==> src/rtl/seq_multiplier.sv <==
// Iterative shift-add multiplier: one bit_width-wide adder, one step per cycle,
// unsigned or two's-complement operands, full 2*bit_width product plus overflow.
module seq_multiplier #(
  parameter int bit_width = 8
) (
  input  logic                     clk,
  input  logic                     rst,
  input  logic                     start,
  input  logic                     signed_mode,
  input  logic [bit_width-1:0]     a,
  input  logic [bit_width-1:0]     b,
  output logic                     busy,
  output logic                     done,
  output logic [2*bit_width-1:0]   result,
  output logic                     overflow
);

  localparam int BW  = bit_width;
  localparam int PW  = 2 * bit_width;
  localparam int CW  = (bit_width > 2) ? $clog2(bit_width) : 1;

  localparam logic [BW-1:0] ONE_BW  = {{(BW-1){1'b0}}, 1'b1};
  localparam logic [PW-1:0] ONE_PW  = {{(PW-1){1'b0}}, 1'b1};
  localparam logic [CW-1:0] ONE_CW  = {{(CW-1){1'b0}}, 1'b1};
  localparam logic [CW-1:0] CNT_INIT = CW'(BW - 1);

  typedef enum logic [1:0] {
    IDLE = 2'd0,
    RUN  = 2'd1,
    DONE = 2'd2
  } state_t;

  // |x| in signed mode; the most negative value wraps onto 2^(bw-1), which is correct unsigned.
  function automatic logic [BW-1:0] magnitude(input logic [BW-1:0] x, input logic is_signed);
    logic [BW-1:0] m;
    if (is_signed && x[BW-1]) begin
      m = ~x + ONE_BW;
    end else begin
      m = x;
    end
    return m;
  endfunction

  function automatic logic [PW-1:0] apply_sign(input logic [PW-1:0] p, input logic neg);
    logic [PW-1:0] r;
    if (neg && (p != {PW{1'b0}})) begin
      r = ~p + ONE_PW;
    end else begin
      r = p;
    end
    return r;
  endfunction

  function automatic logic product_overflow(input logic [PW-1:0] r, input logic is_signed);
    logic ovf;
    if (is_signed) begin
      ovf = (r[PW-1:BW-1] != {(BW+1){1'b0}}) && (r[PW-1:BW-1] != {(BW+1){1'b1}});
    end else begin
      ovf = (r[PW-1:BW] != {BW{1'b0}});
    end
    return ovf;
  endfunction

  state_t        state_q, state_d;
  logic [BW-1:0] mcand_q, mcand_d;
  logic [BW-1:0] acc_q, acc_d;
  logic [BW-1:0] mplier_q, mplier_d;
  logic [CW-1:0] cnt_q, cnt_d;
  logic          neg_q, neg_d;
  logic          sgn_q, sgn_d;
  logic [PW-1:0] result_q, result_d;
  logic          overflow_q, overflow_d;
  logic          done_q, done_d;

  logic [BW:0]   addend_s;
  logic [BW:0]   sum_s;
  logic [PW-1:0] prod_s;
  logic [PW-1:0] signed_prod_s;

  // Datapath step and next-state selection.
  always_comb begin
    state_d    = state_q;
    mcand_d    = mcand_q;
    acc_d      = acc_q;
    mplier_d   = mplier_q;
    cnt_d      = cnt_q;
    neg_d      = neg_q;
    sgn_d      = sgn_q;
    result_d   = result_q;
    overflow_d = overflow_q;

    if (mplier_q[0]) begin
      addend_s = {1'b0, mcand_q};
    end else begin
      addend_s = {(BW+1){1'b0}};
    end
    sum_s = {1'b0, acc_q} + addend_s;
    // The product after the final shift, formed from this step's sum so DONE can register it directly.
    prod_s        = {sum_s, mplier_q[BW-1:1]};
    signed_prod_s = apply_sign(prod_s, neg_q);

    case (state_q)
      IDLE, DONE: begin
        if (start) begin
          sgn_d    = signed_mode;
          neg_d    = signed_mode & (a[BW-1] ^ b[BW-1]);
          mcand_d  = magnitude(a, signed_mode);
          mplier_d = magnitude(b, signed_mode);
          acc_d    = {BW{1'b0}};
          cnt_d    = CNT_INIT;
          state_d  = RUN;
        end else begin
          state_d  = IDLE;
        end
      end
      RUN: begin
        acc_d    = sum_s[BW:1];
        mplier_d = {sum_s[0], mplier_q[BW-1:1]};
        cnt_d    = cnt_q - ONE_CW;
        if (cnt_q == {CW{1'b0}}) begin
          result_d   = signed_prod_s;
          overflow_d = product_overflow(signed_prod_s, sgn_q);
          state_d    = DONE;
        end else begin
          state_d    = RUN;
        end
      end
      default: begin
        state_d = IDLE;
      end
    endcase

    done_d = (state_d == DONE);
  end

  // State and output registers with asynchronous reset.
  always_ff @(posedge clk or posedge rst) begin
    if (rst) begin
      state_q    <= IDLE;
      mcand_q    <= {BW{1'b0}};
      acc_q      <= {BW{1'b0}};
      mplier_q   <= {BW{1'b0}};
      cnt_q      <= {CW{1'b0}};
      neg_q      <= 1'b0;
      sgn_q      <= 1'b0;
      result_q   <= {PW{1'b0}};
      overflow_q <= 1'b0;
      done_q     <= 1'b0;
    end else begin
      state_q    <= state_d;
      mcand_q    <= mcand_d;
      acc_q      <= acc_d;
      mplier_q   <= mplier_d;
      cnt_q      <= cnt_d;
      neg_q      <= neg_d;
      sgn_q      <= sgn_d;
      result_q   <= result_d;
      overflow_q <= overflow_d;
      done_q     <= done_d;
    end
  end

  assign busy     = (state_q == RUN);
  assign done     = done_q;
  assign result   = result_q;
  assign overflow = overflow_q;

endmodule

==> config.mk <==
export PLATFORM = sky130hd
export DESIGN_NAME = seq_multiplier
export DESIGN_NICKNAME = d
export VERILOG_FILES = /design/src/rtl/seq_multiplier.sv
export SDC_FILE = /design/constraint.sdc
export NUM_CORES = 1
export LEC_CHECK = 0
export ABC_AREA = 1
export BUFFER_PORTS_ARGS = -buffer_cell sky130_fd_sc_hd__buf_2
export CELL_PAD_IN_SITES_DETAIL_PLACEMENT = 1
export CELL_PAD_IN_SITES_GLOBAL_PLACEMENT = 2
export CORE_ASPECT_RATIO = 0.7
export CORE_MARGIN = 4
export CORE_UTILIZATION = 30
export CTS_CLUSTER_SIZE = 10
export DETAILED_ROUTE_END_ITERATION = 8
export GPL_TIMING_DRIVEN = 0
export HOLD_SLACK_MARGIN = 0.12
export PLACE_DENSITY_LB_ADDON = 0.1
export SYNTH_ARGS = -nofsm -noshare
export SYNTH_HDL_FRONTEND = slang
export SYNTH_SLANG_ARGS = --single-unit
export TNS_END_PERCENT = 10
==> constraint.sdc <==
create_clock -name clk -period 3 [get_ports clk]
set_input_delay 0.3 -clock clk [delete_from_list [all_inputs] [get_ports clk]]
set_output_delay 0.3 -clock clk [all_outputs]
set_load 0.01 [all_outputs]
==> impl_metrics.env <==
export IMPL_antenna_found_initial=0
export IMPL_r2r_end="overflow$_DFFE_PP0P_"
export IMPL_port_buffers=38
export IMPL_syn_nets=465
export IMPL_area_growth_pct=18.22
export IMPL_dp_hpwl_um=7413
export IMPL_grt_pass1_vias=3013
export IMPL_ant_nets=0
export IMPL_slowest_stage="dfrtp_2"
export IMPL_ff2ff_path_depth=18
export IMPL_post_route_period_util_pct=92.34
export IMPL_cts_buffers=5
export IMPL_critical_path_arrival_ns=2.96
export IMPL_power_per_cell_area_nw_per_um2=1096
export IMPL_num_rows=31
export IMPL_grt_util_all_layers_pct=15.79
export IMPL_drv_cap=0
export IMPL_slowest_delay_ns=0.44
export IMPL_cts_tree="yes"
export IMPL_max_freq_mhz=361.0
export IMPL_vias=2833
export IMPL_die_area_um2=12380
export IMPL_yosysTopAreaCellShare_pct=38.40
export IMPL_netlist_cell_type_count=35
export IMPL_wire_per_inst_um=14.94
export IMPL_grt_max_degree=28
export IMPL_clock_path_buffers=2
export IMPL_avgSynthCellArea_um2=7.408
export IMPL_drive_above_1_share_pct=16.70
export IMPL_ctsHtreeMaxLevel=2
export IMPL_whs_ns=0.2941
export IMPL_synth_area_leaders="dfrtp_1, nand2_1, inv_1"
export IMPL_holdPathEnd="mcand_q[7]$_DFFE_PP0P_"
export IMPL_cts_root_buffer="clkbuf_16"
export IMPL_wirelength_um=9131
export IMPL_nets=512
export IMPL_cp_common_cell="nand2_1"
export IMPL_dr_wl_met3_um=199
export IMPL_seqCellArea_um2=1227
export IMPL_path_clk_slew_ns=0.07
export IMPL_synth_edf_count=0
export IMPL_p_leak_nw=2.019
export IMPL_place_congestion=0.7974
export IMPL_hold_start="a[7]"
export IMPL_clock_latency_ns=0.30
export IMPL_hold_viol=0
export IMPL_min_path_cells=3
export IMPL_drc=0
export IMPL_yosysWarnings=0
export IMPL_r2r_start="mplier_q[0]$_DFFE_PP0P_"
export IMPL_startpoint="mplier_q[0]$_DFFE_PP0P_"
export IMPL_peakVddDrop_mv=0.2998
export IMPL_routed_top_layer="met4"
export IMPL_worstPathRequired_ns=3.19
export IMPL_clock_sinks=49
export IMPL_io_pins=39
export IMPL_ys_ff_latch=49
export IMPL_syn_inst=431
export IMPL_wl_met2_um=3769
export IMPL_crit_type="reg -> reg"
export IMPL_initial_utilization_pct=30.83
export IMPL_path_cells="nand2_1, inv_1, ha_1, fa_2, nand2_1, nand2_1, nand3_1, nand2_1, nand2_1, nand2_2, nand2_4, nor2_8, a21oi_4, nand3_1, a21oi_2, nand3_1, nand3_1, nand2_1"
export IMPL_synth_area_um2=3193
export IMPL_finalPower_mw=4.139
export IMPL_max_slew_margin_pct=57.61
export IMPL_hp_class="in -> reg"
export IMPL_setup_viol=0
export IMPL_outcome="complete, no violations"
export IMPL_drt_pass1_iterations=4
export IMPL_critical_path_peak_fanout=6
export IMPL_multi_input_area_um2=1695
export IMPL_fin_crit_ns=2.770
export IMPL_synth_async_reset_ratio_pct=100.0
export IMPL_drt_iter0_markers=86
export IMPL_n_antenna_cell=0
export IMPL_finalWorstSetupSlack_ns=0.2297
export IMPL_r2r_slack_ns=0.23
export IMPL_nFillCells=1308
export IMPL_grt_first_pass_wirelength_um=15660
export IMPL_worstSetupStartpointType="register"
export IMPL_worst_pin_slew_ns=0.6349
export IMPL_die_h_um=94.32
export IMPL_place_ws_ns=-0.1100
export IMPL_ys_flop_type="dfrtp_1"
export IMPL_die_x_um=131.3
export IMPL_overflow=0
export IMPL_wl_met1_um=5063
export IMPL_drv_slew=0
export IMPL_critPathCaptureType="register"
export IMPL_finClkSkew_ns=0.008485
export IMPL_avgViaCountPerCell=4.637
export IMPL_synth_seq_area_share_pct=38.40
export IMPL_synth_top_area_cell="dfrtp_1"
export IMPL_core_area_um2=10360
## sequential cells by signal, indices dropped and copies added (netlist names)
name,count
state_q,2
overflow,1
result,16
mplier_q,8
acc_q,8
cnt_q,3
sgn_q,1
done,1
mcand_q,8
neg_q,1
## per-stage QoR
| step | utilization (%) | TNS, ns | area, µm² | instances |
|---|---|---|---|---|
| global placement | 34.26 | -0.07464 | 3548 | 601 |
| CTS | 36.28 | 0 | 3757 | 610 |
| floorplan | - | 0 | 3193 | 431 |
| detailed placement | 34.46 | -0.1100 | 3568 | 602 |
| finish | 36.45 | 0 | 3775 | 611 |
| global route | 36.45 | -0.004123 | 3775 | 611 |
## area by class of cell
cell class | count | area share (%)
Timing Repair Buffer | 41 | 6.032
Multi-Input combinational cell | 306 | 44.91
Buffer | 8 | 0.9281
Clock inverter | 1 | 0.7955
Inverter | 67 | 6.662
Tap cell | 132 | 4.375
Sequential cell | 49 | 32.52
Clock buffer | 7 | 3.779
## per-layer routing
layer / global-route usage (%) / vias to the layer above
met3: 2.623 / 9
met4: 4.196 / 0
met2: 24.27 / 34
met1: 23.10 / 1327
met5: 0 / -
li1: - / 1463
## worst max-delay path by stage
stage / depth (start not counted) / end / slack, ns
global route: 18 / overflow$_DFFE_PP0P_ / -0.004
CTS: 18 / overflow$_DFFE_PP0P_ / 0.06
floorplan: 21 / overflow$_DFFE_PP0P_ / 0.45
finish: 18 / overflow$_DFFE_PP0P_ / 0.23
detailed placement: 19 / overflow$_DFFE_PP0P_ / -0.11
global placement: 19 / overflow$_DFFE_PP0P_ / -0.07
## where the power goes
part	switching [mW]	internal, mW
registers	0.193	0.964
clock network	0.262	0.418
logic	1.53	0.775
total	1.98	2.16
## Yosys cell counts, types with 5 or more instances
cell,number
o221ai_1,8
nand2_2,7
xor2_1,16
a31oi_1,5
nor2_1,33
ha_1,13
a21oi_1,7
nand2_1,128
clkbuf_1,7
dfrtp_1,49
o21ai_0,33
nand3_1,22
inv_1,63
## cells by family (layout without fill, tap and decap cells)
kind of cell	count (synthesis)	in the layout	share of synthesized area, %
buf+inv	76	124	9.091
fa+ha+maj	14	14	5.721
flops	49	49	38.40
simple gates	212	212	30.13
compound gates	60	60	11.17
xor+xnor	20	20	5.486
## what timing repair did
action                                  CTS  global route
hold buffers                              1             0
endpoints found under the setup margin    1             1
resized for setup                         2             4
pin swaps                                 0             0
buffers inserted                          0             1
hold endpoints to repair                 14             0
## worst max-delay path: cells and delay by family (launching register included)
family / cells / cell delay, ns
DFF: 1 / 0.44
AOI/OAI and AO/OA: 2 / 0.41
buffers and inverters: 1 / 0.04
adders and majority gates: 2 / 0.57
and+or+nand+nor: 13 / 1.19
## cell usage in the layout, fill, tap and decap left out, drive strengths merged, types with 9 or more instances in the layout
master,count
a21oi,9
buf,42
clkbuf,13
dfrtp,49
ha,13
inv,66
nand2,139
nand3,26
nor2,38
o21ai,33
xor2,16
No activity file was read; power rests on OpenSTA's default activity.
